## config.mk

```make
export PLATFORM = sky130hd
export DESIGN_NAME = ppu_spr_fetch_flat
export DESIGN_NICKNAME = d
export VERILOG_FILES = /design/src/rtl/ppu_spr_fetch_if.sv /design/src/rtl/ppu_spr_fetch.sv /design/src/flat_wrapper.sv
export SDC_FILE = /design/constraint.sdc
export NUM_CORES = 1
export LEC_CHECK = 0
export ABC_AREA = 1
export CORE_ASPECT_RATIO = 2
export CORE_UTILIZATION = 30
export DETAILED_ROUTE_END_ITERATION = 12
export SYNTH_ARGS = -nofsm -noshare
export SYNTH_HDL_FRONTEND = slang
export SYNTH_SLANG_ARGS = --single-unit
```

## constraint.sdc

```tcl
create_clock -name clk -period 12.95 [get_ports clk]
set_input_delay 3.885 -clock clk [delete_from_list [all_inputs] [get_ports clk]]
set_output_delay 3.885 -clock clk [all_outputs]
set_load 0.02 [all_outputs]
```

## src/rtl/ppu_spr_fetch_if.sv

```systemverilog
// Secondary-OAM and VRAM read bus used by the sprite fetch/render unit.
interface ppu_spr_fetch_if;
  logic [4:0]  s_oam_addr;
  logic [7:0]  s_oam_data;
  logic [15:0] VRAM_addr;
  logic [7:0]  VRAM_data_in;

  modport master (
    output s_oam_addr, VRAM_addr,
    input  s_oam_data, VRAM_data_in
  );

  modport slave (
    input  s_oam_addr, VRAM_addr,
    output s_oam_data, VRAM_data_in
  );
endinterface

```

## src/rtl/ppu_spr_fetch.sv

```systemverilog
// Sprite pattern fetch (dots 257-320) and 8-unit sprite shifter (dots 1-256).
// The priority output is named spr_priority because priority is an SV keyword.
module ppu_spr_fetch #(
  parameter int unsigned NUM_SPR      = 8,
  parameter int unsigned FETCH_START  = 257,
  parameter int unsigned RENDER_START = 1
) (
  input  logic              clk,
  input  logic              reset,
  input  logic [9:0]        x_idx,
  input  logic [9:0]        scanline,
  input  logic              spr_pt_addr,
  input  logic [3:0]        spr_count,
  input  logic              spr0_in_range,
  ppu_spr_fetch_if.master   bus,
  output logic [3:0]        pixel,
  output logic              spr_priority,
  output logic              spr0_pixel
);

  localparam logic [9:0] FETCH_FIRST  = 10'(FETCH_START);
  localparam logic [9:0] FETCH_LAST   = 10'(FETCH_START + NUM_SPR * 8 - 1);
  localparam logic [9:0] RENDER_FIRST = 10'(RENDER_START);
  localparam logic [9:0] RENDER_LAST  = 10'(RENDER_START + 255);

  logic [9:0] fx;
  logic [2:0] slot;
  logic [2:0] phase;
  logic       in_fetch;
  logic       in_render;
  logic [9:0] y_idx;
  logic [7:0] y_diff;
  logic [2:0] row;
  logic       slot_valid;

  logic [7:0] y_lat, tile_lat, attr_lat, x_lat, lo_lat;
  logic       fetch_abort;

  logic [7:0] u_lo  [NUM_SPR];
  logic [7:0] u_hi  [NUM_SPR];
  logic [7:0] u_x   [NUM_SPR];
  logic [1:0] u_pal [NUM_SPR];
  logic       u_pri [NUM_SPR];
  logic       u_s0  [NUM_SPR];

  logic [3:0] win_pix;
  logic       win_pri;
  logic       win_s0;
  logic       found;
  logic [1:0] cand;

  function automatic logic [7:0] rev8(input logic [7:0] b);
    logic [7:0] r;
    for (int unsigned k = 0; k < 8; k++) r[k] = b[7 - k];
    return r;
  endfunction

  assign fx        = x_idx - FETCH_FIRST;
  assign slot      = fx[5:3];
  assign phase     = fx[2:0];
  assign in_fetch  = (x_idx >= FETCH_FIRST) && (x_idx <= FETCH_LAST);
  assign in_render = (scanline >= 10'd1) && (scanline <= 10'd240) &&
                     (x_idx >= RENDER_FIRST) && (x_idx <= RENDER_LAST);
  assign y_idx     = scanline - 10'd1;
  assign y_diff    = y_idx[7:0] - y_lat;
  // attr arrives on s_oam_data in the same phase the row is needed
  assign row       = y_diff[2:0] ^ {3{bus.s_oam_data[7]}};
  // 4-bit compare means spr_count above 8 simply marks every slot valid
  assign slot_valid = ({1'b0, slot} < spr_count);

  always_comb begin
    win_pix = '0;
    win_pri = 1'b0;
    win_s0  = 1'b0;
    found   = 1'b0;
    cand    = '0;
    for (int unsigned u = 0; u < NUM_SPR; u++) begin
      cand = (u_x[u] == '0) ? {u_hi[u][7], u_lo[u][7]} : 2'b00;
      if (!found && cand != 2'b00) begin
        found   = 1'b1;
        win_pix = {u_pal[u], cand};
        win_pri = u_pri[u];
        win_s0  = u_s0[u];
      end
    end
  end

  always_ff @(posedge clk or posedge reset) begin
    if (reset) begin
      bus.s_oam_addr <= '0;
      bus.VRAM_addr  <= '0;
      pixel          <= '0;
      spr_priority   <= 1'b0;
      spr0_pixel     <= 1'b0;
      y_lat          <= '0;
      tile_lat       <= '0;
      attr_lat       <= '0;
      x_lat          <= '0;
      lo_lat         <= '0;
      fetch_abort    <= 1'b1;
      for (int unsigned u = 0; u < NUM_SPR; u++) begin
        u_lo[u]  <= '0;
        u_hi[u]  <= '0;
        u_x[u]   <= '0;
        u_pal[u] <= '0;
        u_pri[u] <= 1'b0;
        u_s0[u]  <= 1'b0;
      end
    end else begin
      // a reset inside the window kills the rest of that window's fetch
      if (!in_fetch) fetch_abort <= 1'b0;

      if (in_render) begin
        pixel        <= win_pix;
        spr_priority <= win_pri;
        spr0_pixel   <= win_s0;
      end else begin
        pixel        <= '0;
        spr_priority <= 1'b0;
        spr0_pixel   <= 1'b0;
      end

      if (in_render) begin
        for (int unsigned u = 0; u < NUM_SPR; u++) begin
          if (u_x[u] != '0) begin
            u_x[u] <= u_x[u] - 8'd1;
          end else begin
            u_lo[u] <= {u_lo[u][6:0], 1'b0};
            u_hi[u] <= {u_hi[u][6:0], 1'b0};
          end
        end
      end else if (in_fetch && !fetch_abort) begin
        case (phase)
          3'd0: bus.s_oam_addr <= {slot, 2'b00};
          3'd1: begin
            y_lat          <= bus.s_oam_data;
            bus.s_oam_addr <= {slot, 2'b01};
          end
          3'd2: begin
            tile_lat       <= bus.s_oam_data;
            bus.s_oam_addr <= {slot, 2'b10};
          end
          3'd3: begin
            attr_lat       <= bus.s_oam_data;
            bus.s_oam_addr <= {slot, 2'b11};
            bus.VRAM_addr  <= {3'b000, spr_pt_addr, tile_lat, 1'b0, row};
          end
          3'd4: x_lat <= bus.s_oam_data;
          3'd5: begin
            lo_lat           <= bus.VRAM_data_in;
            bus.VRAM_addr[3] <= 1'b1;
          end
          3'd7: begin
            if (slot_valid) begin
              u_lo[slot] <= attr_lat[6] ? rev8(lo_lat) : lo_lat;
              u_hi[slot] <= attr_lat[6] ? rev8(bus.VRAM_data_in) : bus.VRAM_data_in;
            end else begin
              u_lo[slot] <= '0;
              u_hi[slot] <= '0;
            end
            u_x[slot]   <= x_lat;
            u_pal[slot] <= attr_lat[1:0];
            u_pri[slot] <= attr_lat[5];
            u_s0[slot]  <= (slot == 3'd0) && spr0_in_range;
          end
          default: ;
        endcase
      end
    end
  end

endmodule
```

## src/flat_wrapper.sv

```systemverilog
// flat-port wrapper written by rule: the top's interface ports become plain ports
module ppu_spr_fetch_flat 
#(
  parameter int unsigned NUM_SPR      = 8,
  parameter int unsigned FETCH_START  = 257,
  parameter int unsigned RENDER_START = 1
)
  (clk, reset, x_idx, scanline, spr_pt_addr, spr_count, spr0_in_range, pixel, spr_priority, spr0_pixel, bus_s_oam_addr, bus_VRAM_addr, bus_s_oam_data, bus_VRAM_data_in);
  ppu_spr_fetch_if bus_i ();
  input  logic clk;
  input  logic reset;
  input  logic [9:0] x_idx;
  input  logic [9:0] scanline;
  input  logic spr_pt_addr;
  input  logic [3:0] spr_count;
  input  logic spr0_in_range;
  output logic [3:0] pixel;
  output logic spr_priority;
  output logic spr0_pixel;
  output wire logic [$bits(bus_i.s_oam_addr)-1:0] bus_s_oam_addr;
  output wire logic [$bits(bus_i.VRAM_addr)-1:0] bus_VRAM_addr;
  input wire logic [$bits(bus_i.s_oam_data)-1:0] bus_s_oam_data;
  input wire logic [$bits(bus_i.VRAM_data_in)-1:0] bus_VRAM_data_in;
  assign bus_s_oam_addr = bus_i.s_oam_addr;
  assign bus_VRAM_addr = bus_i.VRAM_addr;
  assign bus_i.s_oam_data = bus_s_oam_data;
  assign bus_i.VRAM_data_in = bus_VRAM_data_in;
  ppu_spr_fetch #(.NUM_SPR(NUM_SPR), .FETCH_START(FETCH_START), .RENDER_START(RENDER_START)) u_core (.clk(clk), .reset(reset), .x_idx(x_idx), .scanline(scanline), .spr_pt_addr(spr_pt_addr), .spr_count(spr_count), .spr0_in_range(spr0_in_range), .bus(bus_i), .pixel(pixel), .spr_priority(spr_priority), .spr0_pixel(spr0_pixel));
endmodule
```

# Word-level counts from Yosys, hierarchy flattened
# Index checks and enable logic that the tools add are counted.
[op_classes]
add_sub_neg = 11
magnitude_cmp = 9
eq_ne = 22
muxes = 93
n_bitwise = 6
n_reduce_logical = 76
[op_table]
columns = ["cell", "count"]
rows = [
  ["$mux W64", 11],
  ["$mux W8", 27],
  ["$bwmux W64", 3],
  ["$and A64 B64 Y64", 2],
  ["$reduce_and A3 Y1", 24],
  ["$logic_not A8 Y1", 8],
  ["$not A64 Y64", 1],
  ["$reduce_bool A8 Y1", 8],
  ["$sub A8 B1 Y8 const B", 8],
  ["$mux W4", 9],
  ["$ne A2 B2 Y1 const B", 16],
  ["$mux W1", 26],
  ["$demux W8 S3", 1],
  ["$reduce_bool A2 Y1", 11],
  ["$ge A10 B1 Y1 const B", 2],
  ["$le A10 B9 Y1 const B", 2],
  ["$pmux W5 S4", 1],
  ["$mux W2", 9],
  ["$bwmux W16", 1],
  ["$bwmux W8", 2],
  ["$logic_and A1 B1 Y1", 14],
  ["$ge A10 B9 Y1 const B", 1],
  ["$le A10 B8 Y1 const B", 1],
  ["$eq A3 B3 Y1 const B", 3],
  ["17 further kinds", 26],
]
[totals]
regBits = 283
in_bits = 44
out_inout_bits = 27
elab_cells = 277

# Depth between registers and ports, before layout
# Gate-level depths: netlist (run 1).
[depth]
word_depth = 26
mapped_depth = 17

# Least setup slack after synthesis (run 1)
# OpenSTA, ideal clock, no wires.
[synth_path]
path_type = "input-to-reg"
from = "input x_idx[2]"
to = "register u_core.u_hi[63] (netlist name)"
setup_ns = 0.117
arrival_time_ns = 5.975
required_time_ns = 12.833
path_slack_ns = 6.859
path_stages = 16
path_buffers = 4
path_cell_list = "nor2_2 -> nand3_2 -> nand2_2 -> buf_4 -> clkbuf_1 -> ha_1 -> nand2_1 -> nand2_1 -> nand2_2 -> buf_2 -> nand4_2 -> nand2_2 -> buf_4 -> nor2_1 -> nand2_1 -> nand2_1"
[synth_via]
elab_chain_len = 12
word_cells_on_any_way = 28
[synth_lines]
columns = ["item", "line", "source"]
rows = [
  ["start, declared", "flat_wrapper.sv:12", "input logic [9:0] x_idx;"],
  ["$sub A6 B1 Y6 *", "ppu_spr_fetch.sv:58", "assign fx = x_idx - FETCH_FIRST;"],
  ["via u_core.fx[4]", "ppu_spr_fetch.sv:26", "logic [9:0] fx;"],
  ["$not A3 Y4", "ppu_spr_fetch.sv:156, ppu_spr_fetch.sv:159", ""],
  ["$ge A4 B4 Y1 (not written as such) / $lt A4 B1 Y1 (equally long branches)", "ppu_spr_fetch.sv:156, ppu_spr_fetch.sv:159", ""],
  ["$logic_and A1 B1 Y1 (not written as such)", "ppu_spr_fetch.sv:156, ppu_spr_fetch.sv:159", ""],
  ["$mux W8", "ppu_spr_fetch.sv:156, ppu_spr_fetch.sv:159", ""],
  ["$demux W8 S3", "ppu_spr_fetch.sv:156, ppu_spr_fetch.sv:159", ""],
  ["$not A64 Y64 (no source line)", "n/a", ""],
  ["$and A64 B64 Y64 (no source line)", "n/a", ""],
  ["$mux W64 *", "ppu_spr_fetch.sv:154", "if (slot_valid) begin"],
  ["$mux W64 *", "ppu_spr_fetch.sv:133", "case (phase)"],
  ["$mux W64 *", "ppu_spr_fetch.sv:132", "end else if (in_fetch && !fetch_abort) begin"],
  ["$mux W64 *", "ppu_spr_fetch.sv:123", "if (in_render) begin"],
  ["end signal, assigned by index", "ppu_spr_fetch.sv:129", "u_hi[u] <= {u_hi[u][6:0], 1'b0};"],
  ["end signal, assigned by index", "ppu_spr_fetch.sv:156", "u_hi[slot] <= attr_lat[6] ? rev8(bus.VRAM_data_in) : bus.VRAM_data_in;"],
  ["end, declared", "ppu_spr_fetch.sv:40", "logic [7:0] u_hi [NUM_SPR];"],
]
# Mark *: on every way through the listed nets, which the timed path passes. The rest lies on a longest branch. The select of a mux whose other input is x is not followed.
# A chain may end at the register's enable or synchronous reset.

# Final worst setup path (run 1)
[layout_path]
from = "input x_idx[1]"
to = "register u_core.u_lo[6] (netlist name)"
[layout_via]
elab_chain_len = 12
word_cells_on_any_way = 28
[layout_lines]
columns = ["item", "line", "source"]
rows = [
  ["$sub A6 B1 Y6", "ppu_spr_fetch.sv:58", ""],
  ["$not A3 Y4", "ppu_spr_fetch.sv:155, ppu_spr_fetch.sv:158", ""],
  ["$ge A4 B4 Y1 (not written as such) / $lt A4 B1 Y1 (equally long branches)", "ppu_spr_fetch.sv:155, ppu_spr_fetch.sv:158", ""],
  ["$logic_and A1 B1 Y1 (not written as such)", "ppu_spr_fetch.sv:155, ppu_spr_fetch.sv:158", ""],
  ["$mux W8", "ppu_spr_fetch.sv:155, ppu_spr_fetch.sv:158", ""],
  ["$demux W8 S3", "ppu_spr_fetch.sv:155, ppu_spr_fetch.sv:158", ""],
  ["$not A64 Y64 (no source line)", "n/a", ""],
  ["$and A64 B64 Y64 (no source line)", "n/a", ""],
  ["$mux W64", "ppu_spr_fetch.sv:154", ""],
  ["$mux W64", "ppu_spr_fetch.sv:133", ""],
  ["$mux W64", "ppu_spr_fetch.sv:132", ""],
  ["$mux W64", "ppu_spr_fetch.sv:123", ""],
  ["end signal, assigned by index", "ppu_spr_fetch.sv:128", "u_lo[u] <= {u_lo[u][6:0], 1'b0};"],
  ["end signal, assigned by index", "ppu_spr_fetch.sv:155", "u_lo[slot] <= attr_lat[6] ? rev8(lo_lat) : lo_lat;"],
  ["end, declared", "ppu_spr_fetch.sv:39", "logic [7:0] u_lo [NUM_SPR];"],
]
# Parallel ways exist; a longest one is shown, timed or not. The select of a mux whose other input is x is not followed.

==> results of run 1 <==
## cell usage in the layout, fill, tap and decap left out, types with 19 or more instances in the layout
cell type / count
sky130_fd_sc_hd__nand2_1: 756
sky130_fd_sc_hd__dfrtp_1: 279
sky130_fd_sc_hd__o21ai_0: 246
sky130_fd_sc_hd__nor2_1: 213
sky130_fd_sc_hd__inv_1: 151
sky130_fd_sc_hd__nand3_1: 107
sky130_fd_sc_hd__o21ai_1: 75
sky130_fd_sc_hd__clkdlybuf4s50_1: 67
sky130_fd_sc_hd__nand4_1: 49
sky130_fd_sc_hd__o22ai_1: 46
sky130_fd_sc_hd__xor2_1: 30
sky130_fd_sc_hd__clkbuf_16: 27
sky130_fd_sc_hd__nand2_2: 23
sky130_fd_sc_hd__nor3_1: 19
sky130_fd_sc_hd__ha_1: 19
## worst max-delay path, delay by kind of cell
family / cells / cell delay (ns)
buffers and inverters: 3 / 1.39
and+or+nand+nor: 12 / 2.70
## state kept, by name, indices dropped and copies added (netlist names)
name	cells
u_core.u_hi	64
u_core.u_lo	64
u_core.u_x	64
u_core.u_pal	16
u_core.bus.VRAM_addr	13
u_core.lo_lat	8
u_core.tile_lat	8
u_core.u_pri	8
u_core.u_s0	8
u_core.x_lat	8
u_core.bus.s_oam_addr	5
u_core.attr_lat	4
u_core.pixel	4
u_core.y_lat	3
u_core.fetch_abort	1
u_core.spr0_pixel	1
u_core.spr_priority	1
## how the worst max path moves through the flow
stage / endpoint / slack, ns / cells past startpoint / start
after floorplan: u_core.attr_lat[0] / 1.34 / 1 / reset
after global placement: u_core.u_hi[0] / 4.97 / 15 / x_idx[1]
after detailed placement: u_core.u_lo[0] / 4.89 / 15 / x_idx[1]
after CTS: u_core.u_lo[0] / 5.49 / 15 / x_idx[1]
after global routing: u_core.u_lo[4] / 5.04 / 15 / x_idx[0]
final: u_core.u_lo[6] / 5.39 / 15 / x_idx[1]
## cell families (layout without fill, tap and decap cells)
family	after synthesis	after routing	synth area share [%]
buffers and inverters	279	292	7.41
muxes	9	9	0.623
xor gates and xnor gates	42	42	2.26
other	1	3	0.0231
AOI/OAI and AO/OA	387	387	12.4
and+or+nand+nor	1242	1242	32.5
DFF	280	280	43.1
adders and majority gates	20	20	1.59
## per-layer routing
layer / global-route usage [%] / part of all wire, %
met2: 33.4 / 52
met1: 19.6 / 37
met5: 0 / 0
met3: 1.97 / 4.1
met4: 12.5 / 7.0
## metrics by stage
stage	instances	utilization [%]	area (sq um)	hold WS [ns]
4_1_cts	2946	34.1	18300	0.477
3_3_place_gp	2901	32.4	17400	0.456
2_1_floorplan	2262	-	16300	0.441
5_1_grt	2946	34.1	18300	0.489
6_report	2946	34.1	18300	0.474
3_5_place_dp	2901	32.4	17400	0.457
## cell type report
type	count	area, sq um
clock buffers	37	773
clock inverters	8	140
fillers	5593	35300
inverters	164	623
multi-input cells	1703	8070
flip-flops and latches	280	7010
well taps	671	840
repair buffers	83	816
## power by group through the flow
stage          Sequential, mW  Combinational [mW]  Clock [mW]
4_1_cts                  1.14               0.818       0.876
3_5_place_dp             1.15               0.814           0
5_1_grt                  1.16               0.907       0.904
6_report                 1.14               0.816       0.857
3_3_place_gp             1.15               0.798           0
2_1_floorplan            1.14               0.522           0
==> out/summary.txt, run 1 <==
run status: complete, but fails checks
failing checks: DRC
count of buffers inserted at the top-level ports: 67
gate count of the mapped netlist: 2260
P per Cell Area: 154 mW/mm^2
largest net degree at the start of global routing: 230
worst hold path endpoint: u_core.u_hi[46]
IO Pins: 71
post-cts hold buffer count: 0
slowest CP cell: sky130_fd_sc_hd__buf_4
critical-path cell list: clkdlybuf4s50_1, nor2_4, nand2_1, nand2_1, inv_2, nand2_1, nand2_1, nand2_1, nand2_2, nand2_2, buf_4, nor2_2, nor2_4, nand3_1, nand2_1
total routing usage reported by global routing: 18.3%
class of the most critical setup path: in2reg
Antenna Diode Count: 0
number of enable flip-flop cells after synthesis: 0
source-to-sink clock delay at the later pin of the worst-skew pair: 0.57 ns
number of buffers added for setup after CTS: 0
switching power share of the total: 36.4%
relative slew slack: 13.5%
cell depth of the worst hold path: 2
Detail Placement HPWL: 34.4 mm
final count of hold timing violations: 0
initial core utilization: 30.3%
Post-Synthesis Mean Instance Area: 7.19 sq um
cell types occupying the most area after synthesis: sky130_fd_sc_hd__dfrtp_1 43%, sky130_fd_sc_hd__nand2_1 17%, sky130_fd_sc_hd__o21ai_0 7.6%, sky130_fd_sc_hd__nor2_1 4.9%, sky130_fd_sc_hd__inv_1 3.5%
HP Start: u_core.u_hi[46]
maximum number of buffers from clock root to sink: 3
count leader, synth: sky130_fd_sc_hd__nand2_1
net count of the finished layout: 2323
relative area change from synthesis to final layout: 12.4%
violation count after the first detailed-route iteration: 1077
peak fanout along the critical path: 87
register area share after synthesis: 43.1%
remaining antenna violation count: 0
final number of setup-violating endpoints: 0
fraction of layout instances using a drive strength above 1: 6.46%
routed vias: 14900
total clock buffers created by CTS: 27
TritonRoute pass-1 iters: 10
depth of the most critical reg-to-reg path: 7
Worst R2R End: u_core.pixel[3]
Remaining Overflow, GRT: 0
worst path arrival time: 8.07 ns
first-pass GRT wire length: 79.8 mm
clk_skew: 0.0121 ns
number of global-route vias before repair: 14600
measured slew at the worst slew-check pin: 1.29 ns
setup repair after global routing missed its margin: false
DIE WIDTH: 167 um
cell type contributing the most total cell area after synthesis: sky130_fd_sc_hd__dfrtp_1
required time of the critical path: 13.45 ns
clock input transition at the sequential cells of the worst setup and hold paths: 0.07 ns
wirelength, routed: 50.1 mm
overall power after layout: 2.81 mW
number of sinks on the clock net: 280
worst setup slack after placement: 4.89 ns
count of instances resized after the clock tree is built: 0
part of the total power dissipated in the clock network: 30.5%
Synthesis Warnings: 0
Cell Int Power: 1.79 mW
number of antenna violations at the first check in global routing: 0
number of levels in the clock H-tree: 1
top cell types by occurrence after synthesis: 756 x sky130_fd_sc_hd__nand2_1, 279 x sky130_fd_sc_hd__dfrtp_1, 246 x sky130_fd_sc_hd__o21ai_0, 213 x sky130_fd_sc_hd__nor2_1, 152 x sky130_fd_sc_hd__inv_1
cell leakage power: 8.97 nW
switching power of the nets: 1.02 mW
Clock Root Buffer: sky130_fd_sc_hd__clkbuf_16
Hold Path Class: reg2reg
Critical R2R Launch: u_core.u_lo[63]
Slew Limit Fails: 0
fraction of registers with async set/reset: 100%
endpoint kind of the worst setup timing path: register
Vias per Instance: 5.07
Worst VDD drop: 104 uV
post-route clock period utilization: 58.4%
slack of the critical path: 5.39 ns
Synth cell types: 45
Die Span Y: 331 um
CTS tree: done
critical path's most frequent cell: sky130_fd_sc_hd__nand2_1
final weighted congestion in routability-driven placement: 0.873
total standard cell area after synthesis: 0.0163 sq mm
top-area cell type share of the netlist area: 42.9%
startpoint kind of the worst setup timing path: input port
fraction of power consumed by combinational cells: 29.0%
floorplan die area: 0.0552 sq mm
slowest cell delay on critical path: 0.71 ns
final critical-path required period: 7.56 ns
count of state elements after synthesis: 280
predominant post-synthesis flop cell: sky130_fd_sc_hd__dfrtp_1
accumulated negative setup slack: 0 ns
std cell rows: 120
Post-route DRC: 2
per-cell routed wire length: 17.0 um
share of total power in sequential cells: 40.5%
number of maximum-capacitance constraint violations: 0
core region area: 0.0536 sq mm
register-to-register path setup slack: 9.50 ns
maximum frequency from static timing analysis: 0.132 GHz
Note: power is estimated with default switching activity, not from simulation.
==> run 2, diff against run 1 <==
Clock period 12.95 ns to 6.7 ns, I/O delays scaled along.
==> run 2 against run 1 <==
  * The flow finishes with violations (DRC, capacitance limit)
  * Clock power grew 84%
  * Non-clock buffer count rose by 17
  * Cell count up 0.51%
  * Via count increased by 0.81%
  * Combinational power is 96% higher
  * Sequential share of layout area fell by 0.23 points
  * Worst hold slack improved by 0.0031 ns
  * Register-to-register slack got worse by 5.6 ns
  * Setup slack lost 3.4 ns
  * Clock skew grew 0.0026 ns
  * Flip-flop and latch count unchanged
  * Critical path type unchanged
  * Largest power group unchanged
  * Highest routed layer unchanged
==> out/summary.txt, run 2 (synthesis results as in run 1) <==
Fill cells: 5558
endpoint kind of the worst setup timing path: register
HP Start: u_core.u_hi[44]
post-route clock period utilization: 70.7%
Clock Root Buffer: sky130_fd_sc_hd__clkbuf_16
maximum frequency from static timing analysis: 0.211 GHz
per-cell routed wire length: 17.2 um
overall power after layout: 5.38 mW
source-to-sink clock delay at the later pin of the worst-skew pair: 0.57 ns
core region area: 0.0536 sq mm
Worst VDD drop: 254 uV
remaining antenna violation count: 0
area taken by multi-input logic gates: 0.00807 sq mm
part of the total power dissipated in the clock network: 29.4%
registers with the highest flip-flop counts: u_core.u_hi: 64 flops, u_core.u_lo: 64 flops, u_core.u_x: 64 flops
floorplan die area: 0.0552 sq mm
total clock buffers created by CTS: 26
maximum number of buffers from clock root to sink: 3
count of buffers inserted at the top-level ports: 67
share of total power in sequential cells: 40.9%
Die Span Y: 331 um
switching power share of the total: 36.6%
number of sinks on the clock net: 280
Worst R2R End: u_core.u_hi[39]
register-to-register path setup slack: 3.88 ns
CTS tree: done
Antenna Diode Count: 0
TritonRoute pass-1 iters: 11
relative area change from synthesis to final layout: 13.1%
Slew Limit Fails: 0
first-pass GRT wire length: 80.6 mm
fraction of power consumed by combinational cells: 29.7%
P per Cell Area: 293 mW/mm^2
largest net degree at the start of global routing: 109
startpoint kind of the worst setup timing path: input port
Vias per Instance: 5.09
final weighted congestion in routability-driven placement: 0.940
initial core utilization: 30.3%
DIE WIDTH: 167 um
Post-route DRC: 2
run status: complete, but fails checks
measured slew at the worst slew-check pin: 1.47 ns
final count of hold timing violations: 0
worst setup slack after placement: 1.38 ns
wirelength, routed: 51.0 mm
net count of the finished layout: 2339
total routing usage reported by global routing: 18.5%
worst hold path endpoint: u_core.u_hi[44]
relative slew slack: 1.07%
post-cts hold buffer count: 0
depth of the most critical reg-to-reg path: 5
number of levels in the clock H-tree: 1
switching power of the nets: 1.97 mW
setup repair after global routing missed its margin: false
std cell rows: 120
Critical R2R Launch: u_core.attr_lat[6]
peak fanout along the critical path: 26
routed vias: 15100
required time of the critical path: 7.13 ns
class of the most critical setup path: in2reg
sequential cell area: 0.00701 sq mm
most frequent standard cell in the layout excluding fill and tap cells: sky130_fd_sc_hd__nand2_1
violation count after the first detailed-route iteration: 974
number of maximum-capacitance constraint violations: 1
cell leakage power: 9.02 nW
IO Pins: 71
final critical-path required period: 4.74 ns
clk_skew: 0.0147 ns
slack of the critical path: 1.96 ns
fraction of layout instances using a drive strength above 1: 7.16%
Detail Placement HPWL: 36.6 mm
cell depth of the worst hold path: 2
count of instances resized after the clock tree is built: 0
number of buffers added for setup after CTS: 0
post-layout util: 34.3%
most frequent cells in the layout: 756 x sky130_fd_sc_hd__nand2_1, 279 x sky130_fd_sc_hd__dfrtp_1, 246 x sky130_fd_sc_hd__o21ai_0
number of global-route vias before repair: 14700
post-placement cell count: 2918
failing checks: DRC, capacitance limit
post-layout instance count excluding filler cells: 2961
worst path arrival time: 5.17 ns
Remaining Overflow, GRT: 0
final number of setup-violating endpoints: 0
accumulated negative setup slack: 0 ns
Hold Path Class: reg2reg
number of antenna violations at the first check in global routing: 0
Cell Int Power: 3.41 mW
clock input transition at the sequential cells of the worst setup and hold paths: 0.07 ns
run 2: critical path, stage by stage:
cell	delay, ns
sky130_fd_sc_hd__clkdlybuf4s50_1	0.44
sky130_fd_sc_hd__nor2_1	0.11
sky130_fd_sc_hd__nand2_1	0.08
sky130_fd_sc_hd__nand2_1	0.06
sky130_fd_sc_hd__nand2_1	0.04
sky130_fd_sc_hd__nor2_1	0.34
sky130_fd_sc_hd__nand3_4	0.44
sky130_fd_sc_hd__nand2_2	0.40
sky130_fd_sc_hd__nand2_1	0.45
sky130_fd_sc_hd__nor2_2	0.63
sky130_fd_sc_hd__o21ai_0	0.16
run 2: cell type report:
| class | instances | area share, % |
|---|---|---|
| clock buffer | 33 | 4.02 |
| clock inverter | 10 | 0.756 |
| inverter | 164 | 3.37 |
| multi-input combinational | 1703 | 43.9 |
| sequential | 280 | 38.1 |
| tap | 671 | 4.57 |
| timing repair buffer | 100 | 5.27 |
run 2: stage by stage:
stage	area, sq um	hold WS (ns)
finish	18400	0.478
global route	18400	0.495
CTS	18400	0.477
detailed placement	17500	0.457
global placement	17500	0.456
floorplan	16300	0.441
run 2: layer usage:
metal | vias to the layer above | part of all wire (%) | GRT usage, %
met5 | - | 0 | 0
met4 | 0 | 8.6 | 15.1
met3 | 168 | 3.7 | 1.67
met2 | 458 | 51 | 33.8
met1 | 7130 | 36 | 19.2
li1 | 7306 | - | -
run 2: power groups by stage:
stage                     Sequential [mW]  Clock, mW  Combinational (mW)
after floorplan                      2.20          0                1.01
after global placement               2.22          0                1.55
after detailed placement             2.23          0                1.58
after CTS                            2.20       1.62                1.59
after global routing                 2.24       1.67                1.76
final                                2.20       1.58                1.60
run 2: worst max-delay path by stage:
stage	slack (ns)	cells after the start	from	to
global placement	1.42	11	scanline[0]	u_core.u_x[26]
CTS	1.98	11	scanline[0]	u_core.u_x[25]
floorplan	0.98	1	reset	u_core.attr_lat[0]
finish	1.96	11	scanline[0]	u_core.u_x[26]
global route	1.70	11	x_idx[1]	u_core.u_hi[17]
detailed placement	1.38	11	scanline[0]	u_core.u_x[25]
==> run 3, diff against run 2 <==
Clock period 6.7 ns to 4 ns, I/O delays scaled along.
==> run 3 against run 2 <==
  * The flow finishes with violations (DRC)
  * Sequential power up 67%
  * Worst hold slack got worse by 0.0017 ns
  * Combinational power grew 74%
  * Core utilization rose by 1.0 points
  * First-iteration DRC count up 12%
  * Critical endpoint is now u_core.u_hi[34]
  * Highest routed layer unchanged
==> out/summary.txt, run 3 (synthesis results as in run 1) <==
violation count after the first detailed-route iteration: 1094
switching power of the nets: 3.34 mW
per-cell routed wire length: 17.4 um
final count of hold timing violations: 0
floorplan die area: 0.0552 sq mm
IO Pins: 71
required time of the critical path: 4.50 ns
fraction of power consumed by combinational cells: 30.7%
relative area change from synthesis to final layout: 16.4%
final weighted congestion in routability-driven placement: 0.934
number of global-route vias before repair: 15200
count of instances resized after the clock tree is built: 0
clock input transition at the sequential cells of the worst setup and hold paths: 0.07 ns
Clock Root Buffer: sky130_fd_sc_hd__clkbuf_16
startpoint kind of the worst setup timing path: input port
most frequent standard cell in the layout excluding fill and tap cells: sky130_fd_sc_hd__nand2_1
source-to-sink clock delay at the later pin of the worst-skew pair: 0.57 ns
number of antenna violations at the first check in global routing: 0
cell leakage power: 9.34 nW
Cell Int Power: 5.74 mW
total clock buffers created by CTS: 26
Die Span Y: 331 um
P per Cell Area: 480 mW/mm^2
initial core utilization: 30.3%
final instance area: 0.0189 sq mm
maximum frequency from static timing analysis: 0.296 GHz
fraction of layout instances using a drive strength above 1: 9.63%
Slew Limit Fails: 0
failing checks: DRC
hold slack final: 0.476 ns
relative slew slack: 27.5%
Area after DPL: 0.0181 sq mm
net count of the finished layout: 2402
number of sinks on the clock net: 280
count of buffers inserted at the top-level ports: 67
accumulated negative setup slack: 0 ns
std cell rows: 120
Antenna Diode Count: 0
Remaining Overflow, GRT: 0
Vias per Instance: 5.07
largest net degree at the start of global routing: 95
most frequent cells in the layout: 756 x sky130_fd_sc_hd__nand2_1, 279 x sky130_fd_sc_hd__dfrtp_1, 246 x sky130_fd_sc_hd__o21ai_0
overall power after layout: 9.08 mW
post-route clock period utilization: 84.5%
post-cts hold buffer count: 0
Detail Placement HPWL: 38.1 mm
DIE WIDTH: 167 um
measured slew at the worst slew-check pin: 1.08 ns
final number of setup-violating endpoints: 0
number of buffers added for setup after CTS: 0
first-pass GRT wire length: 83.8 mm
endpoint kind of the worst setup timing path: register
part of the total power dissipated in the clock network: 28.8%
total routing usage reported by global routing: 19.2%
worst path arrival time: 3.88 ns
Worst VDD drop: 375 uV
clk_skew: 0.0157 ns
final critical-path required period: 3.38 ns
number of maximum-capacitance constraint violations: 0
peak fanout along the critical path: 16
CTS tree: done
routed vias: 15400
Hold Path Class: reg2reg
Post-route DRC: 2
maximum number of buffers from clock root to sink: 3
share of total power in sequential cells: 40.4%
run status: complete, but fails checks
setup repair after global routing missed its margin: false
core region area: 0.0536 sq mm
class of the most critical setup path: in2reg
switching power share of the total: 36.8%
registers with the highest flip-flop counts: u_core.u_hi: 64 flops, u_core.u_lo: 64 flops, u_core.u_x: 64 flops
TritonRoute pass-1 iters: 9
wirelength, routed: 52.6 mm
number of levels in the clock H-tree: 1
remaining antenna violation count: 0
[run 3: cell types whose count changed in the layout (fill, tap and decap cells not counted), moves of 2 or more]
cell / previous run / this run
sky130_fd_sc_hd__clkinv_2: 2 / 5
sky130_fd_sc_hd__clkbuf_1: 2 / 7
sky130_fd_sc_hd__buf_4: 29 / 85
sky130_fd_sc_hd__clkinvlp_4: 5 / 3
sky130_fd_sc_hd__buf_12: 4 / 11
[run 3: layer usage]
| layer | global-route usage [%] | wire length (um) |
|---|---|---|
| met5 | 0 | 0 |
| met2 | 35.6 | 27300 |
| met4 | 14.0 | 4080 |
| met1 | 19.9 | 19100 |
| met3 | 1.96 | 2050 |
[run 3: final cells by class]
class,count,area (sq um)
sequential,280,7010
inverter,164,619
multi-input combinational,1703,8070
tap,671,840
fill,5521,34700
clock buffer,38,757
clock inverter,10,109
timing repair buffer,163,1530
[run 3: worst paths after layout]
kind | startpoint | to | slack (ns) | cells past startpoint
min in group asynchronous | reset | u_core.u_x[8] | 1.10 | 2
setup / recovery | x_idx[1] | u_core.u_hi[34] | 0.62 | 14
hold / removal | u_core.u_lo[44] | u_core.u_lo[44] | 0.48 | 2
hold reg to reg | u_core.u_lo[44] | u_core.u_lo[44] | 0.48 | 2
setup reg to reg | u_core.u_x[48] | u_core.spr0_pixel | 1.37 | 11
max in group asynchronous | reset | u_core.fetch_abort | 1.96 | 3
[run 3: stage by stage]
stage	std cells	setup WS, ns	util (%)
floorplan	2262	-0.906	-
global placement	2981	0.203	33.7
detailed placement	2981	0.114	33.7
CTS	3029	0.690	35.3
global route	3029	0.456	35.3
finish	3029	0.620	35.3
[run 3: worst max-delay path, cell delays in order]
cell                              delay, ns
sky130_fd_sc_hd__clkdlybuf4s50_1       0.52
sky130_fd_sc_hd__nor2_4                0.23
sky130_fd_sc_hd__nand3_2               0.12
sky130_fd_sc_hd__nand2_1               0.09
sky130_fd_sc_hd__nand2_2               0.12
sky130_fd_sc_hd__ha_1                  0.31
sky130_fd_sc_hd__inv_1                 0.04
sky130_fd_sc_hd__nor2_1                0.16
sky130_fd_sc_hd__nand2_2               0.09
sky130_fd_sc_hd__nand2_2               0.26
sky130_fd_sc_hd__nor2_1                0.16
sky130_fd_sc_hd__nor2_4                0.35
sky130_fd_sc_hd__nand3_1               0.13
sky130_fd_sc_hd__nand2_1               0.09
[run 3: power groups by stage]
| stage | combinational [mW] | clock, mW | sequential (mW) |
|---|---|---|---|
| global placement | 2.71 | 0 | 3.70 |
| global route | 3.08 | 2.79 | 3.73 |
| finish | 2.79 | 2.62 | 3.67 |
| CTS | 2.78 | 2.69 | 3.67 |
| floorplan | 1.69 | 0 | 3.68 |
| detailed placement | 2.76 | 0 | 3.72 |
==> RTL change 1: new RTL, settings of run 1 <==
`NUM_SPR` is set to 8 in 2 places; all go to 32.
--- a/src/rtl/ppu_spr_fetch.sv
+++ b/src/rtl/ppu_spr_fetch.sv
@@ -1,7 +1,7 @@
 // Sprite pattern fetch (dots 257-320) and 8-unit sprite shifter (dots 1-256).
 // The priority output is named spr_priority because priority is an SV keyword.
 module ppu_spr_fetch #(
-  parameter int unsigned NUM_SPR      = 8,
+  parameter int unsigned NUM_SPR      = 32,
   parameter int unsigned FETCH_START  = 257,
   parameter int unsigned RENDER_START = 1
 ) (
--- a/src/flat_wrapper.sv
+++ b/src/flat_wrapper.sv
@@ -1,7 +1,7 @@
 // flat-port wrapper written by rule: the top's interface ports become plain ports
 module ppu_spr_fetch_flat 
 #(
-  parameter int unsigned NUM_SPR      = 8,
+  parameter int unsigned NUM_SPR      = 32,
   parameter int unsigned FETCH_START  = 257,
   parameter int unsigned RENDER_START = 1
 )
Function: not settled (the Yosys comparison gave no result); the edit may change what the design does.
==> RTL change 1 against run 1 <==
Synthesized area grew 3.9%. Sequential cell count is the same. Wire length grew 5.6%. Power grew 2.2%. Cell count grew 7.8%. Via count grew 7.2%. Global-route usage grew 0.46 points. Cell area grew 3.4%. Non-clock buffer count shrank 3. Critical path depth grew 2. First-iteration DRC count grew 16%. Clock power shrank 0.5%. Worst setup slack lost 0.0053 ns. Critical path type unchanged. Largest cell class unchanged.
==> RTL change 1: results (changes against run 1) <==
cell family with most CP delay = simple AND/OR/NAND/NOR gates (unchanged)
GR Layer Usage met3 = 1.70% (was 1.97%)
xor/xnor share of the synthesized area = 1.56% (was 2.26%)
metal3 WL = 2020 microns (was 2050 microns)
fill cell count = 5839 (was 5593)
Final #Nets = 2474 (was 2323)
DR WL met2 = 27100 microns (was 25900 microns)
GP Congestion = 0.878 (was 0.873)
post-route met1 wirelength = 19400 microns (was 18600 microns)
Worst path slowest cell = nand2_1 (was buf_4)
Max VDD drop = 72.2 uV (was 104 uV)
Synth Area in Adders = 1.38% (was 1.59%)
static leakage = 0.00964 uW (was 0.00897 uW)
Synth Area in Compound Gates = 8.23% (was 12.4%)
worst-margin pin slew = 1.14 ns (was 1.29 ns)
layout cells sized above 1 = 4.28% (was 6.46%)
Seq/Total Area, Yosys = 41.5% (was 43.1%)
status = finished, final reports clean (was complete, but fails checks)
Hold WC Path Type = flip-flop to flip-flop (unchanged)
routed via count = 16000 (was 14900)
initial antenna violation count = 1 (was 0)
crit-path max FO = 31 (was 87)
Global Route met2 Usage = 34.2% (was 33.4%)
Unique masters post-synth = 40 (was 45)
largest net degree at the start of global routing = 176 (was 230)
Critical Path Max Stage Delay = 0.66 ns (was 0.71 ns)
DRT Pass-1 Iters = 5 (was 10)
Resized cells post-CTS = 0 (unchanged)
Setup violations, final = 0 (unchanged)
biggest regs = u_core.u_hi: 64 flops, u_core.u_lo: 64 flops, u_core.u_x: 64 flops (unchanged)
dpl hpwl = 36700 microns (was 34400 microns)
most area-consuming cells after synthesis = dfrtp_1 (41%), nand2_1 (18%), o21ai_0 (6.2%) (was dfrtp_1 (43%), nand2_1 (17%), o21ai_0 (7.6%))
CTS root buf = clkbuf_16 (unchanged)
cts bufs inserted = 27 (unchanged)
first-pass GRT wire length = 84500 microns (was 79800 microns)
violation count after the first detailed-routing iteration = 1245 (was 1077)
number of H-tree levels = 1 (unchanged)
number of setup buffers added after CTS = 0 (unchanged)
Clock Path Buffers = 3 (unchanged)
Avg WL per Cell = 16.6 microns (was 17.0 microns)
post-synthesis mux area share = 0% (was 0.623%)
post-route clock skew = 0.0260 ns (was 0.0121 ns)
Port Buffers = 67 (unchanged)
met1 GRT Util = 19.7% (was 19.6%)
uppermost layer routed = met4 (unchanged)
Clock transition at path regs = 0.07 ns (about the same)
gr usage total = 18.7% (was 18.3%)
Worst-Skew Late Latency = 0.56 ns
yosys warns = 0 (unchanged)
worst path arrival time = 8.06 ns (was 8.07 ns)
list of most frequent post-synthesis cells = nand2_1 (827), dfrtp_1 (279), nor2_1 (228) (was nand2_1 (756), dfrtp_1 (279), o21ai_0 (246))
Main synth FF type = dfrtp_1 (unchanged)
ys async rst share = 100% (unchanged)
RTL change 1: final timing paths:
check	start	depth (start not counted)	slack [ns]	end
min	u_core.u_hi[205]$_DFFE_PP0P_	2	0.47	u_core.u_hi[205]$_DFFE_PP0P_
max	x_idx[0]	17	5.38	u_core.u_hi[232]$_DFFE_PP0P_
max reg2reg	u_core.fetch_abort$_DFFE_PP1N_	8	10.01	u_core.u_x[203]$_DFFE_PP0P_
min in group asynchronous	reset	2	3.87	u_core.bus.VRAM_addr[0]$_DFFE_PP0P_
min reg2reg	u_core.u_hi[205]$_DFFE_PP0P_	2	0.47	u_core.u_hi[205]$_DFFE_PP0P_
max in group asynchronous	reset	3	7.46	u_core.u_lo[195]$_DFFE_PP0P_
RTL change 1: area by class of cell:
class / count / area (sq um) / share of cell area [%]
flip-flops and latches: 280 / 7010 / 37.1
multi-input cells: 1831 / 8530 / 45.1
well taps: 744 / 931 / 4.93
repair buffers: 80 / 781 / 4.13
clock inverters: 14 / 189 / 1.00
inverters: 192 / 728 / 3.85
clock buffers: 33 / 728 / 3.85
diodes: 1 / 2.50 / 0.0132
RTL change 1: power breakdown:
| group | switching, uW | internal [uW] |
|---|---|---|
| Combinational | 578 | 274 |
| Clock | 372 | 481 |
| Sequential | 130 | 1040 |
| Total | 1080 | 1790 |
RTL change 1: stage by stage:
step           std cells  instance area [sq um]  util, %  setup slack [ns]
4_1_cts             3174                  18900     34.1              5.41
6_report            3175                  18900     34.1              5.38
3_3_place_gp        3127                  18000     32.4              4.90
5_1_grt             3175                  18900     34.1              4.93
3_5_place_dp        3127                  18000     32.4              4.83
2_1_floorplan       2442                  16900        -              1.34
==> RTL change 2: new RTL, config.mk and constraints of run 1 <==
Without the edit above. Register the inputs `x_idx`, `scanline`, `spr_pt_addr`, `spr_count` and `spr0_in_range` before use, without a reset. The logic sees them one clock later. The other inputs are not delayed to match.
--- a/src/rtl/ppu_spr_fetch.sv
+++ b/src/rtl/ppu_spr_fetch.sv
@@ -22,6 +22,20 @@
   localparam logic [9:0] FETCH_LAST   = 10'(FETCH_START + NUM_SPR * 8 - 1);
   localparam logic [9:0] RENDER_FIRST = 10'(RENDER_START);
   localparam logic [9:0] RENDER_LAST  = 10'(RENDER_START + 255);
+
+  logic [9:0] x_idx_q;
+  logic [9:0] scanline_q;
+  logic spr_pt_addr_q;
+  logic [3:0] spr_count_q;
+  logic spr0_in_range_q;
+
+  always_ff @(posedge clk) begin
+    x_idx_q         <= x_idx;
+    scanline_q      <= scanline;
+    spr_pt_addr_q   <= spr_pt_addr;
+    spr_count_q     <= spr_count;
+    spr0_in_range_q <= spr0_in_range;
+  end
 
   logic [9:0] fx;
   logic [2:0] slot;
@@ -55,18 +69,18 @@
     return r;
   endfunction
 
-  assign fx        = x_idx - FETCH_FIRST;
+  assign fx        = x_idx_q - FETCH_FIRST;
   assign slot      = fx[5:3];
   assign phase     = fx[2:0];
-  assign in_fetch  = (x_idx >= FETCH_FIRST) && (x_idx <= FETCH_LAST);
-  assign in_render = (scanline >= 10'd1) && (scanline <= 10'd240) &&
-                     (x_idx >= RENDER_FIRST) && (x_idx <= RENDER_LAST);
-  assign y_idx     = scanline - 10'd1;
+  assign in_fetch  = (x_idx_q >= FETCH_FIRST) && (x_idx_q <= FETCH_LAST);
+  assign in_render = (scanline_q >= 10'd1) && (scanline_q <= 10'd240) &&
+                     (x_idx_q >= RENDER_FIRST) && (x_idx_q <= RENDER_LAST);
+  assign y_idx     = scanline_q - 10'd1;
   assign y_diff    = y_idx[7:0] - y_lat;
   // attr arrives on s_oam_data in the same phase the row is needed
   assign row       = y_diff[2:0] ^ {3{bus.s_oam_data[7]}};
   // 4-bit compare means spr_count above 8 simply marks every slot valid
-  assign slot_valid = ({1'b0, slot} < spr_count);
+  assign slot_valid = ({1'b0, slot} < spr_count_q);
 
   always_comb begin
     win_pix = '0;
@@ -143,7 +157,7 @@
           3'd3: begin
             attr_lat       <= bus.s_oam_data;
             bus.s_oam_addr <= {slot, 2'b11};
-            bus.VRAM_addr  <= {3'b000, spr_pt_addr, tile_lat, 1'b0, row};
+            bus.VRAM_addr  <= {3'b000, spr_pt_addr_q, tile_lat, 1'b0, row};
           end
           3'd4: x_lat <= bus.s_oam_data;
           3'd5: begin
@@ -161,7 +175,7 @@
             u_x[slot]   <= x_lat;
             u_pal[slot] <= attr_lat[1:0];
             u_pri[slot] <= attr_lat[5];
-            u_s0[slot]  <= (slot == 3'd0) && spr0_in_range;
+            u_s0[slot]  <= (slot == 3'd0) && spr0_in_range_q;
           end
           default: ;
         endcase
Check against the original RTL: not equivalent (a bounded check fails within 4 cycles, from zero or initial values and one cycle with reset high).
==> RTL change 2 against run 1 <==
Synthesized area up 1.7%. Synthesized cell count down 1.0%. Sequential power up 12%. Global-route usage down 0.29 points. Count of clock-buffer cells in the layout up 4. Worst setup slack better by 2.1 ns. Power up 14%. Clock power up 9.7%. Register-to-register slack worse by 0.97 ns. Critical endpoint is now u_core.u_lo[58]$_DFFE_PP0P_. Wire length down 0.56%. Cell area up 2.5%. Highest routed layer unchanged. Sequential cell count up 26.
==> RTL change 2: results (changes against run 1) <==
status = finished, final reports clean (was complete, but fails checks)
Tmin final = 5.51 ns (was 7.56 ns)
n_diodes = 0 (unchanged)
post-DR vias/cell = 5.06 (was 5.07)
worst path arrival time = 6.03 ns (was 8.07 ns)
Port Buffers = 67 (unchanged)
Critical Path Max Stage Delay = 0.64 ns (was 0.71 ns)
violation count after the first detailed-routing iteration = 1009 (was 1077)
Seq/Total Area, Yosys = 45.5% (was 43.1%)
met1 GRT Util = 19.0% (was 19.6%)
post-route clock skew = 0.0351 ns (was 0.0121 ns)
CTS root buf = clkbuf_16 (unchanged)
first-pass GRT wire length = 80000 microns (was 79800 microns)
Main synth FF type = dfrtp_1 (unchanged)
cell family with most CP delay = buffers and inverters (was simple AND/OR/NAND/NOR gates)
most area-consuming cells after synthesis = dfrtp_1 (42%), nand2_1 (17%), o21ai_0 (8.6%) (was dfrtp_1 (43%), nand2_1 (17%), o21ai_0 (7.6%))
Mapped Cells = 2237 (was 2260)
crit path from = reset (was x_idx[1])
final wirelength = 49800 microns (was 50100 microns)
GR Layer Usage met3 = 1.73% (was 1.97%)
list of most frequent post-synthesis cells = nand2_1 (742), o21ai_0 (283), dfrtp_1 (279) (was nand2_1 (756), dfrtp_1 (279), o21ai_0 (246))
Global Route met2 Usage = 32.6% (was 33.4%)
Cells after DPL = 2888 (was 2901)
relative slew slack = 13.2% (was 13.5%)
Worst path slowest cell = buf_12 (was buf_4)
ys async rst share = 91.5% (was 100%)
Final #Nets = 2308 (was 2323)
dpl hpwl = 34100 microns (was 34400 microns)
biggest regs = u_core.u_hi: 64 flops, u_core.u_lo: 64 flops, u_core.u_x: 64 flops (unchanged)
Worst-Skew Late Latency = 0.60 ns (was 0.57 ns)
DP Worst Slack = 6.95 ns (was 4.89 ns)
crit-path max FO = 172 (was 87)
Clock Path Buffers = 3 (unchanged)
critical hold path startpoint = u_core.spr_pt_addr_q$_DFF_P_ (was u_core.u_hi[46]$_DFFE_PP0P_)
fill cell count = 5757 (was 5593)
Max VDD drop = 110 uV (was 104 uV)
layout cells sized above 1 = 7.72% (was 6.46%)
Avg WL per Cell = 16.9 microns (was 17.0 microns)
Hold WC Path Type = flip-flop to flip-flop (unchanged)
initial antenna violation count = 0 (unchanged)
reg2reg start = u_core.x_idx_q[2]$_DFF_P_ (was u_core.u_lo[63]$_DFFE_PP0P_)
static leakage = 0.00881 uW (was 0.00897 uW)
Post-DP Area = 0.0177 sq mm (was 0.0174 sq mm)
DRT Pass-1 Iters = 7 (was 10)
Resized cells post-CTS = 0 (unchanged)
r2r setup slk = 8.53 ns (was 9.50 ns)
cts bufs inserted = 30 (was 27)
gr usage total = 18.0% (was 18.3%)
Clock transition at path regs = 0.06 ns
vias in the first global route = 14800 (was 14600)
GP Congestion = 0.842 (was 0.873)
Unique masters post-synth = 45 (unchanged)
largest net degree at the start of global routing = 289 (was 230)
yosys warns = 0 (unchanged)
==> RTL change 2: worst register-to-register path, stage by stage, from the launching register on <==
cell	delay, ns
dfxtp_1	0.34
nor2_1	0.22
nand3_1	0.16
nand2_1	0.08
nand2_1	0.15
ha_1	0.33
inv_1	0.03
nor2_1	0.07
nand2_1	0.35
nand2_2	0.79
buf_4	0.71
nor2_1	0.16
nor2_2	0.53
nand3_1	0.29
nand2_1	0.12
==> RTL change 2: final cells by class <==
| type | count | area (sq um) | share of cell area, % |
|---|---|---|---|
| clock buffer | 41 | 960 | 5.12 |
| clock inverter | 13 | 92.6 | 0.494 |
| tap | 676 | 846 | 4.52 |
| multi-input combinational | 1655 | 7870 | 42.0 |
| timing repair buffer | 78 | 778 | 4.15 |
| inverter | 173 | 657 | 3.51 |
| sequential | 306 | 7530 | 40.2 |
==> RTL change 2: per-layer routing <==
metal	wire (microns)	share of wire [%]	up-vias
met4	3980	8.0	0
li1	-	-	7201
met2	25700	52	383
met3	1600	3.2	163
met5	0	0	-
met1	18500	37	7131
==> RTL change 2: kinds of logic (layout without fill, tap and decap cells) <==
group,count (synthesis),after routing,share of synthesized area (%)
and+or+nand+nor,1217,1217,32.0
AOI/OAI and AO/OA,381,381,12.1
adders and majority gates,20,20,1.56
DFF,306,306,45.5
other,1,3,0.0227
xor gates and xnor gates,34,34,1.80
buffers and inverters,278,305,6.92
==> RTL change 2: worst paths after layout <==
path | cells past startpoint | end
setup / recovery | 3 | u_core.u_lo[58]$_DFFE_PP0P_
max in group clk | 1 | bus_s_oam_addr[3]
setup reg to reg | 14 | u_core.u_lo[1]$_DFFE_PP0P_
hold reg to reg | 2 | u_core.bus.VRAM_addr[12]$_DFFE_PP0P_
hold / removal | 2 | u_core.bus.VRAM_addr[12]$_DFFE_PP0P_
min in group asynchronous | 2 | u_core.bus.VRAM_addr[0]$_DFFE_PP0P_
==> RTL change 2: power breakdown <==
group,internal [uW],switching [uW]
registers,1150,131
logic,314,664
clock network,523,416
total,1980,1210
==> RTL change 2: metrics by stage <==
stage,hold WS [ns],utilization [%]
2_1_floorplan,0.410,-
3_3_place_gp,0.423,32.4
3_5_place_dp,0.424,32.4
4_1_cts,0.434,34.4
5_1_grt,0.454,34.4
6_report,0.433,34.4
